===== config.mk =====
export PLATFORM = sky130hd
export DESIGN_NAME = lsu_dmem_master_flat
export DESIGN_NICKNAME = d
export VERILOG_FILES = /design/src/rtl/lsu_dmem_master_if.sv /design/src/rtl/lsu_dmem_master.sv /design/src/flat_wrapper.sv
export SDC_FILE = /design/constraint.sdc
export NUM_CORES = 1
export LEC_CHECK = 0
export ABC_AREA = 1
export CAP_MARGIN = 40
export CORE_MARGIN = 3
export CORE_UTILIZATION = 35
export DETAILED_ROUTE_END_ITERATION = 16
export GPL_ROUTABILITY_DRIVEN = 0
export PLACE_DENSITY_LB_ADDON = 0.12
export SLEW_MARGIN = 20
export SYNTH_ARGS = -nofsm -noshare
export SYNTH_HDL_FRONTEND = slang
export SYNTH_SLANG_ARGS = --single-unit

===== constraint.sdc =====
create_clock -name clk -period 1.9 [get_ports clk]
set_input_delay 0.38 -clock clk [delete_from_list [all_inputs] [get_ports clk]]
set_output_delay 0.38 -clock clk [all_outputs]
set_load 0.03 [all_outputs]

===== src/rtl/lsu_dmem_master_if.sv =====
// Bundle of the LSU's pipeline-side request/response handshake and its
// data-memory port.
//   master modport : the LSU (drives req_ready, resp_*, mem_* outputs)
//   slave  modport : the surrounding pipeline plus data memory
// Signals:
//   req_valid/req_ready, req_write, req_funct3, req_addr, req_wdata : request
//   resp_valid/resp_ready, resp_rdata, resp_cause                    : response
//   mem_addr, mem_write, mem_type, mem_wdata, mem_rdata              : memory
interface lsu_dmem_master_if #(
    parameter int XLEN = 32
);
    logic            req_valid;
    logic            req_ready;
    logic            req_write;
    logic [2:0]      req_funct3;
    logic [XLEN-1:0] req_addr;
    logic [XLEN-1:0] req_wdata;
    logic            resp_valid;
    logic            resp_ready;
    logic [XLEN-1:0] resp_rdata;
    logic [1:0]      resp_cause;
    logic [XLEN-1:0] mem_addr;
    logic            mem_write;
    logic [2:0]      mem_type;
    logic [XLEN-1:0] mem_wdata;
    logic [XLEN-1:0] mem_rdata;

    modport master (
        input  req_valid, req_write, req_funct3, req_addr, req_wdata,
        input  resp_ready, mem_rdata,
        output req_ready, resp_valid, resp_rdata, resp_cause,
        output mem_addr, mem_write, mem_type, mem_wdata
    );

    modport slave (
        output req_valid, req_write, req_funct3, req_addr, req_wdata,
        output resp_ready, mem_rdata,
        input  req_ready, resp_valid, resp_rdata, resp_cause,
        input  mem_addr, mem_write, mem_type, mem_wdata
    );
endinterface


===== src/rtl/lsu_dmem_master.sv =====
// Load/store unit: takes one RV32I load/store at a time from the pipeline,
// drives the data memory for exactly one cycle, sign/zero-extends load data
// and traps misaligned or illegal requests without touching memory.
// Ports:
//   clk   : clock, rising edge
//   reset : synchronous active-high reset
//   bus   : lsu_dmem_master_if.master (request, response and memory signals)
module lsu_dmem_master #(
    parameter int XLEN = 32
) (
    input  logic                  clk,
    input  logic                  reset,
    lsu_dmem_master_if.master     bus
);

    typedef enum logic [1:0] {
        IDLE   = 2'b00,
        ACCESS = 2'b01,
        RESP   = 2'b10
    } state_t;

    localparam logic [1:0] CAUSE_OK      = 2'b00;
    localparam logic [1:0] CAUSE_MISALGN = 2'b01;
    localparam logic [1:0] CAUSE_ILLEGAL = 2'b10;

    state_t          state_r;
    state_t          state_next_s;
    logic            write_r;
    logic [2:0]      funct3_r;
    logic [2:0]      mem_type_r;
    logic [XLEN-1:0] addr_r;
    logic [XLEN-1:0] wdata_r;
    logic            resp_valid_r;
    logic [XLEN-1:0] resp_rdata_r;
    logic [1:0]      resp_cause_r;
    logic            req_err_s;
    logic [1:0]      req_cause_s;

    // Reserved encodings, and unsigned variants which have no store form.
    function automatic logic is_illegal(input logic wr, input logic [2:0] f3);
        logic ill;
        case (f3)
            3'b011, 3'b110, 3'b111: ill = 1'b1;
            default:                ill = wr & f3[2];
        endcase
        return ill;
    endfunction

    function automatic logic is_misaligned(input logic [2:0] f3, input logic [1:0] a);
        logic mis;
        case (f3[1:0])
            2'b01:   mis = a[0];
            2'b10:   mis = (a != 2'b00);
            default: mis = 1'b0;
        endcase
        return mis;
    endfunction

    // Memory returns the field right-justified and zero-filled; only sign
    // extension needs work here.
    function automatic logic [XLEN-1:0] extend_load(input logic [2:0] f3,
                                                    input logic [XLEN-1:0] d);
        logic [XLEN-1:0] r;
        case (f3)
            3'b000:  r = {{(XLEN-8){d[7]}}, d[7:0]};
            3'b100:  r = {{(XLEN-8){1'b0}}, d[7:0]};
            3'b001:  r = {{(XLEN-16){d[15]}}, d[15:0]};
            3'b101:  r = {{(XLEN-16){1'b0}}, d[15:0]};
            default: r = d;
        endcase
        return r;
    endfunction

    // Classify the incoming request; illegal wins over misaligned.
    always_comb begin
        req_cause_s = CAUSE_OK;
        if (is_illegal(bus.req_write, bus.req_funct3)) begin
            req_cause_s = CAUSE_ILLEGAL;
        end else if (is_misaligned(bus.req_funct3, bus.req_addr[1:0])) begin
            req_cause_s = CAUSE_MISALGN;
        end else begin
            req_cause_s = CAUSE_OK;
        end
        req_err_s = (req_cause_s != CAUSE_OK);
    end

    // Next-state logic.
    always_comb begin
        state_next_s = state_r;
        case (state_r)
            IDLE: begin
                if (bus.req_valid) begin
                    state_next_s = req_err_s ? RESP : ACCESS;
                end else begin
                    state_next_s = IDLE;
                end
            end
            ACCESS: state_next_s = RESP;
            RESP: begin
                if (bus.resp_ready) begin
                    state_next_s = IDLE;
                end else begin
                    state_next_s = RESP;
                end
            end
            default: state_next_s = IDLE;
        endcase
    end

    // State register.
    always_ff @(posedge clk) begin
        if (reset) begin
            state_r <= IDLE;
        end else begin
            state_r <= state_next_s;
        end
    end

    // Request latch and response capture.
    always_ff @(posedge clk) begin
        if (reset) begin
            write_r      <= 1'b0;
            funct3_r     <= 3'b000;
            mem_type_r   <= 3'b000;
            addr_r       <= {XLEN{1'b0}};
            wdata_r      <= {XLEN{1'b0}};
            resp_valid_r <= 1'b0;
            resp_rdata_r <= {XLEN{1'b0}};
            resp_cause_r <= CAUSE_OK;
        end else begin
            case (state_r)
                IDLE: begin
                    if (bus.req_valid) begin
                        write_r    <= bus.req_write;
                        funct3_r   <= bus.req_funct3;
                        mem_type_r <= {1'b0, bus.req_funct3[1:0]};
                        addr_r     <= bus.req_addr;
                        wdata_r    <= bus.req_wdata;
                        if (req_err_s) begin
                            resp_valid_r <= 1'b1;
                            resp_rdata_r <= {XLEN{1'b0}};
                            resp_cause_r <= req_cause_s;
                        end
                    end
                end
                ACCESS: begin
                    resp_valid_r <= 1'b1;
                    resp_cause_r <= CAUSE_OK;
                    resp_rdata_r <= write_r ? {XLEN{1'b0}}
                                            : extend_load(funct3_r, bus.mem_rdata);
                end
                RESP: begin
                    if (bus.resp_ready) begin
                        resp_valid_r <= 1'b0;
                    end
                end
                default: resp_valid_r <= 1'b0;
            endcase
        end
    end

    // Reset gates these combinationally so a store caught mid-access never commits.
    assign bus.req_ready  = (state_r == IDLE) && !reset;
    assign bus.mem_write  = (state_r == ACCESS) && write_r && !reset;
    assign bus.mem_addr   = addr_r;
    assign bus.mem_type   = mem_type_r;
    assign bus.mem_wdata  = wdata_r;
    assign bus.resp_valid = resp_valid_r;
    assign bus.resp_rdata = resp_rdata_r;
    assign bus.resp_cause = resp_cause_r;

endmodule


===== src/flat_wrapper.sv =====
// flat-port wrapper written by rule: the top's interface ports become plain ports
module lsu_dmem_master_flat 
#(
    parameter int XLEN = 32
)
  (clk, reset, bus_req_valid, bus_req_write, bus_req_funct3, bus_req_addr, bus_req_wdata, bus_resp_ready, bus_mem_rdata, bus_req_ready, bus_resp_valid, bus_resp_rdata, bus_resp_cause, bus_mem_addr, bus_mem_write, bus_mem_type, bus_mem_wdata);
  lsu_dmem_master_if #(.XLEN(XLEN)) bus_i ();
  input  logic clk;
  input  logic reset;
  input wire logic [$bits(bus_i.req_valid)-1:0] bus_req_valid;
  input wire logic [$bits(bus_i.req_write)-1:0] bus_req_write;
  input wire logic [$bits(bus_i.req_funct3)-1:0] bus_req_funct3;
  input wire logic [$bits(bus_i.req_addr)-1:0] bus_req_addr;
  input wire logic [$bits(bus_i.req_wdata)-1:0] bus_req_wdata;
  input wire logic [$bits(bus_i.resp_ready)-1:0] bus_resp_ready;
  input wire logic [$bits(bus_i.mem_rdata)-1:0] bus_mem_rdata;
  output wire logic [$bits(bus_i.req_ready)-1:0] bus_req_ready;
  output wire logic [$bits(bus_i.resp_valid)-1:0] bus_resp_valid;
  output wire logic [$bits(bus_i.resp_rdata)-1:0] bus_resp_rdata;
  output wire logic [$bits(bus_i.resp_cause)-1:0] bus_resp_cause;
  output wire logic [$bits(bus_i.mem_addr)-1:0] bus_mem_addr;
  output wire logic [$bits(bus_i.mem_write)-1:0] bus_mem_write;
  output wire logic [$bits(bus_i.mem_type)-1:0] bus_mem_type;
  output wire logic [$bits(bus_i.mem_wdata)-1:0] bus_mem_wdata;
  assign bus_i.req_valid = bus_req_valid;
  assign bus_i.req_write = bus_req_write;
  assign bus_i.req_funct3 = bus_req_funct3;
  assign bus_i.req_addr = bus_req_addr;
  assign bus_i.req_wdata = bus_req_wdata;
  assign bus_i.resp_ready = bus_resp_ready;
  assign bus_i.mem_rdata = bus_mem_rdata;
  assign bus_req_ready = bus_i.req_ready;
  assign bus_resp_valid = bus_i.resp_valid;
  assign bus_resp_rdata = bus_i.resp_rdata;
  assign bus_resp_cause = bus_i.resp_cause;
  assign bus_mem_addr = bus_i.mem_addr;
  assign bus_mem_write = bus_i.mem_write;
  assign bus_mem_type = bus_i.mem_type;
  assign bus_mem_wdata = bus_i.mem_wdata;
  lsu_dmem_master #(.XLEN(XLEN)) u_core (.clk(clk), .reset(reset), .bus(bus_i));
endmodule

; ---- Word-level counts from Yosys, hierarchy flattened
; Cells that the tools add are included.
[classes]
reduce_logical = 13
bitwise = 1
muxes = 21
n_eq_ne = 13
[ops]
columns = operator, count
row1 = case mux 32 bit (4 select lines), 1
row2 = two-way mux 32 bit, 3
row3 = case mux 32 bit (2 select lines), 1
row4 = "equality test 3 bit, second input constant", 4
row5 = two-way mux 2 bit, 6
row6 = two-way mux 1 bit, 6
row7 = case mux 2 bit (3 select lines), 1
row8 = AND reduction 3 bit, 2
row9 = nonzero test 2 bit, 3
row10 = "equality test 2 x 1 -> 1 bit, second input constant", 2
row11 = "equality test 2 bit, second input constant", 2
row12 = "!= test 2 bit, second input constant", 2
row13 = case mux 2 bit (2 select lines), 1
row14 = "equality test 3 x 1 -> 1 bit, second input constant", 1
row15 = "equality test 3 x 2 -> 1 bit, second input constant", 1
row16 = logical AND 1 bit, 3
row17 = zero test 3 bit, 1
row18 = case mux 1 bit (3 select lines), 1
row19 = OR reduction 3 bit, 1
row20 = zero test 2 bit, 1
row21 = "!= test 2 x 1 -> 1 bit, second input constant", 1
row22 = case mux 1 bit (2 select lines), 1
row23 = AND reduction 2 bit, 1
row24 = bitwise AND 1 bit, 1
row25 = zero test 1 bit, 1
[totals]
regBits = 107
out_inout_bits = 104
wordCells = 57

; ---- Depth between registers and ports, before layout
[logic_depth]
depth_word = 10
depth_mapped = 10

; ---- Worst setup path before layout
; Ideal clock, no wire load.
[synth_timing]
kind = input to output
startpoint = input port reset
endpoint = output port bus_mem_write
arrival_ns = 1.275
setup_slack_ns = 0.245
n_path_buf = 1
path_stages = 2
path_cell_list = clkbuf_1 nor3_1
[synth_between]
elab_chain_len = 2
[synth_rtl]
columns = element, line
row1 = "start, declared", flat_wrapper.sv:9  ; input logic reset;
row2 = zero test 1 bit, lsu_dmem_master.sv:164  ; assign bus.mem_write = (state_r == ACCESS) && write_r && !reset;
row3 = logical AND 1 bit, lsu_dmem_master.sv:164
row4 = "end, declared", flat_wrapper.sv:22  ; output wire logic [$bits(bus_i.mem_write)-1:0] bus_mem_write;
; No other way between the ends.

==> results.md <==
- Hold Path Origin: u_core.bus.resp_valid
- Worst min path class: register to register
- CTS Buf Count: 9
- Die Wd: between 100 and 150 um
- Worst Setup Start Kind: register
- Final period util: slightly below 100%
- Hold-critical path depth: 2
- Crit-path slowest cell: clkdlybuf4s50_1
- Detailed-route via count: roughly 4.0k
- MaxCap Viol Count: 0
- Maximum fanout along the worst path: 4
- Number of library cell types mapped by synthesis: 21
- Setup Skew: 0.00373 ns
- Clock sink count: between 100 and 150
- Peak Freq: 0.542 GHz
- Family with the most delay on the worst path: buffers and inverters
- #FFs+latches synth: ~110
- Reg2reg start: u_core.state_r[1]
- Mapped Cells: 510
- IO Count: roughly 210
- Total power: between 5 and 6 mW
- Commonest non-fill, non-tap cells in the layout: clkdlybuf4s50_1 (204), nor2_1 (128), dfxtp_1 (105), nand2_1 (73), o21ai_0 (68)
- IO Port Bufs: between 200 and 250
- Avg Cell Area, Syn: a little under 8 um^2
- Commonest non-fill, non-tap cell in the layout: clkdlybuf4s50_1
- Final core occ: between 50% and 60%
- GRT Util Overall: 18.6%
- Sequential-to-total area share from yosys stat: roughly 52%
- PD cells: a little under 900 mW/mm^2
- Core footprint: roughly 0.011 mm^2
- Worst path buffer plus inverter count: 1
- Crit end category: output port
- Total gr overflow: 0
- Final setup viols: 0
- H-Tree Depth: 3
- RR Endpoint: u_core.bus.resp_rdata[12]
- Reg2Reg Depth: 6
- Worst-Skew Late Latency: 0.34 ns
- Static Leak: ~2.6 nW
- Synthesized Nets: just over 600
- Syn. warnings: 0
- Clock slew at reported path FFs: approximately 0.070 ns
- Pins Over Slew Limit: 0
- DP Cell Count: 835
- Final worst slack: around 0.053 ns
- Setup Fix Bufs, Post-CTS: 0
- Hold Slack: 0.461 ns
- Worst Path Arrival: between 1 and 1.5 ns
- TritonRoute pass-1 iters: 4
- Post-synth top flop: dfxtp_1
- Post-Place Cell Area: 0.00620 mm^2
- Final Hold Viols: 0
- Hold Crit Endpoint: u_core.bus.resp_valid
- Largest cells by area after synthesis: dfxtp_1 (52%), nor2_1 (12%), o21ai_0 (8.5%)
- Pre-CTS setup slack: -0.170 ns
- Critical path required time: between 1.5 and 2 ns
- Cell Rows: 38
- CP peak stage delay: about 0.72 ns
- Final WL: 11900 um
- CP cell instances: clkdlybuf4s50_1
- Final instance area: between 0.006 and 0.007 mm^2
- Cts hold-fix bufs: 0
- Post-route antenna net violation count: 0
- Async set-reset flop share out of synthesis: 0%
- Largest net degree at the start of global routing: 63
- Top cell type's share of synthesized area: between 50 and 60%
- Routed WL per cell: between 10 and 15 um
- TritonCTS clock tree: built
- Post-DP HPWL: 8590 um
- Final net count: around 810
- Die ar.: approximately 0.013 mm^2
- Worst vdd ir: 0.406 mV
- Drt via density: between 4 and 5
- Post-layout min period: ~1.8 ns
- Initial Util: 36.4%
- Mapped Area: between 0.004 and 0.005 mm^2
- Initial antenna violation count: 0
- Root Buffer: clkbuf_16
- Clk buf depth: 2
- Cts repair resizes: 0
- R2R setup slack: about 0.40 ns
- Area Growth Syn to Fin: 61.8%
- Die H: between 100 and 150 um
- Status: complete, no violations
- RSZ-0062 raised after global routing: false
- Setup CP Type: register to output port
- Number of synthesized flops with an enable pin: 0
- Non-Filler Instances: 850
- Setup TNS: 0 ns
- Diode count: 0
- Area leader, netlist: dfxtp_1
- Vias in the first global route: 3975
- Wire length of the first global-routing pass: 19500 um
- DRC: 0
- Layout cell share with drive strength beyond 1: 6.48%
- Initial DRC Count: 289
where the power goes:
part           total [mW]  internal [mW]  switching, mW
clock network        1.81           1.01          0.805
registers            2.46           2.38         0.0873
logic                1.46          0.643          0.820
state kept, by name, indices dropped and copies added, names as in the netlist:
register,flops
u_core.state_r,2
u_core.funct3_r,3
u_core.bus.resp_rdata,32
u_core.bus.resp_valid,1
u_core.write_r,1
u_core.bus.mem_addr,32
u_core.bus.mem_wdata,32
u_core.bus.resp_cause,2
layout make-up:
cell class,count,area (um^2)
fillers,1048,4540
repair buffers,222,2240
flip-flops and latches,105,2100
multi-input cells,349,1620
clock buffers,9,225
well taps,140,175
inverters,19,71.3
clock inverters,6,60.1
cells by family after synthesis:
| logic type | count (synthesis) | share of synthesized area, % |
|---|---|---|
| compound gates | 125 | 16.6 |
| flops | 105 | 52.4 |
| fa+ha+maj | 3 | 0.936 |
| other cells | 1 | 0.0935 |
| buf+inv | 56 | 7.27 |
| simple gates | 220 | 22.7 |
routing by layer:
metal / track usage (%) / part of all wire [%]
met1: 23.2 / 43
met2: 29.2 / 45
met3: 7.22 / 10
met4: 6.81 / 1.6
met5: 0 / 0
synthesized netlist by cell type (all sizes together), types with 2 or more instances:
| library cell | number |
|---|---|
| nor2 | 133 |
| dfxtp | 105 |
| nand2 | 73 |
| o21ai | 68 |
| a21oi | 40 |
| buf | 25 |
| inv | 19 |
| o211ai | 16 |
| clkbuf | 12 |
| nand3 | 12 |
| ha | 3 |
| nor3 | 2 |
worst max-delay path by stage:
stage / start / endpoint / slack [ns] / depth (start not counted)
after floorplan: reset / bus_mem_write / 0.25 / 2
after global placement: bus_req_funct3[0] / u_core.bus.resp_rdata[6] / -0.10 / 10
after global routing: bus_req_funct3[0] / u_core.bus.resp_rdata[14] / 0.002 / 11
after CTS: u_core.funct3_r[1] / bus_mem_type[1] / 0.02 / 1
after detailed placement: bus_req_funct3[0] / u_core.bus.resp_rdata[12] / -0.17 / 11
final: u_core.funct3_r[1] / bus_mem_type[1] / 0.05 / 1
(Power assumes the default switching activity.)
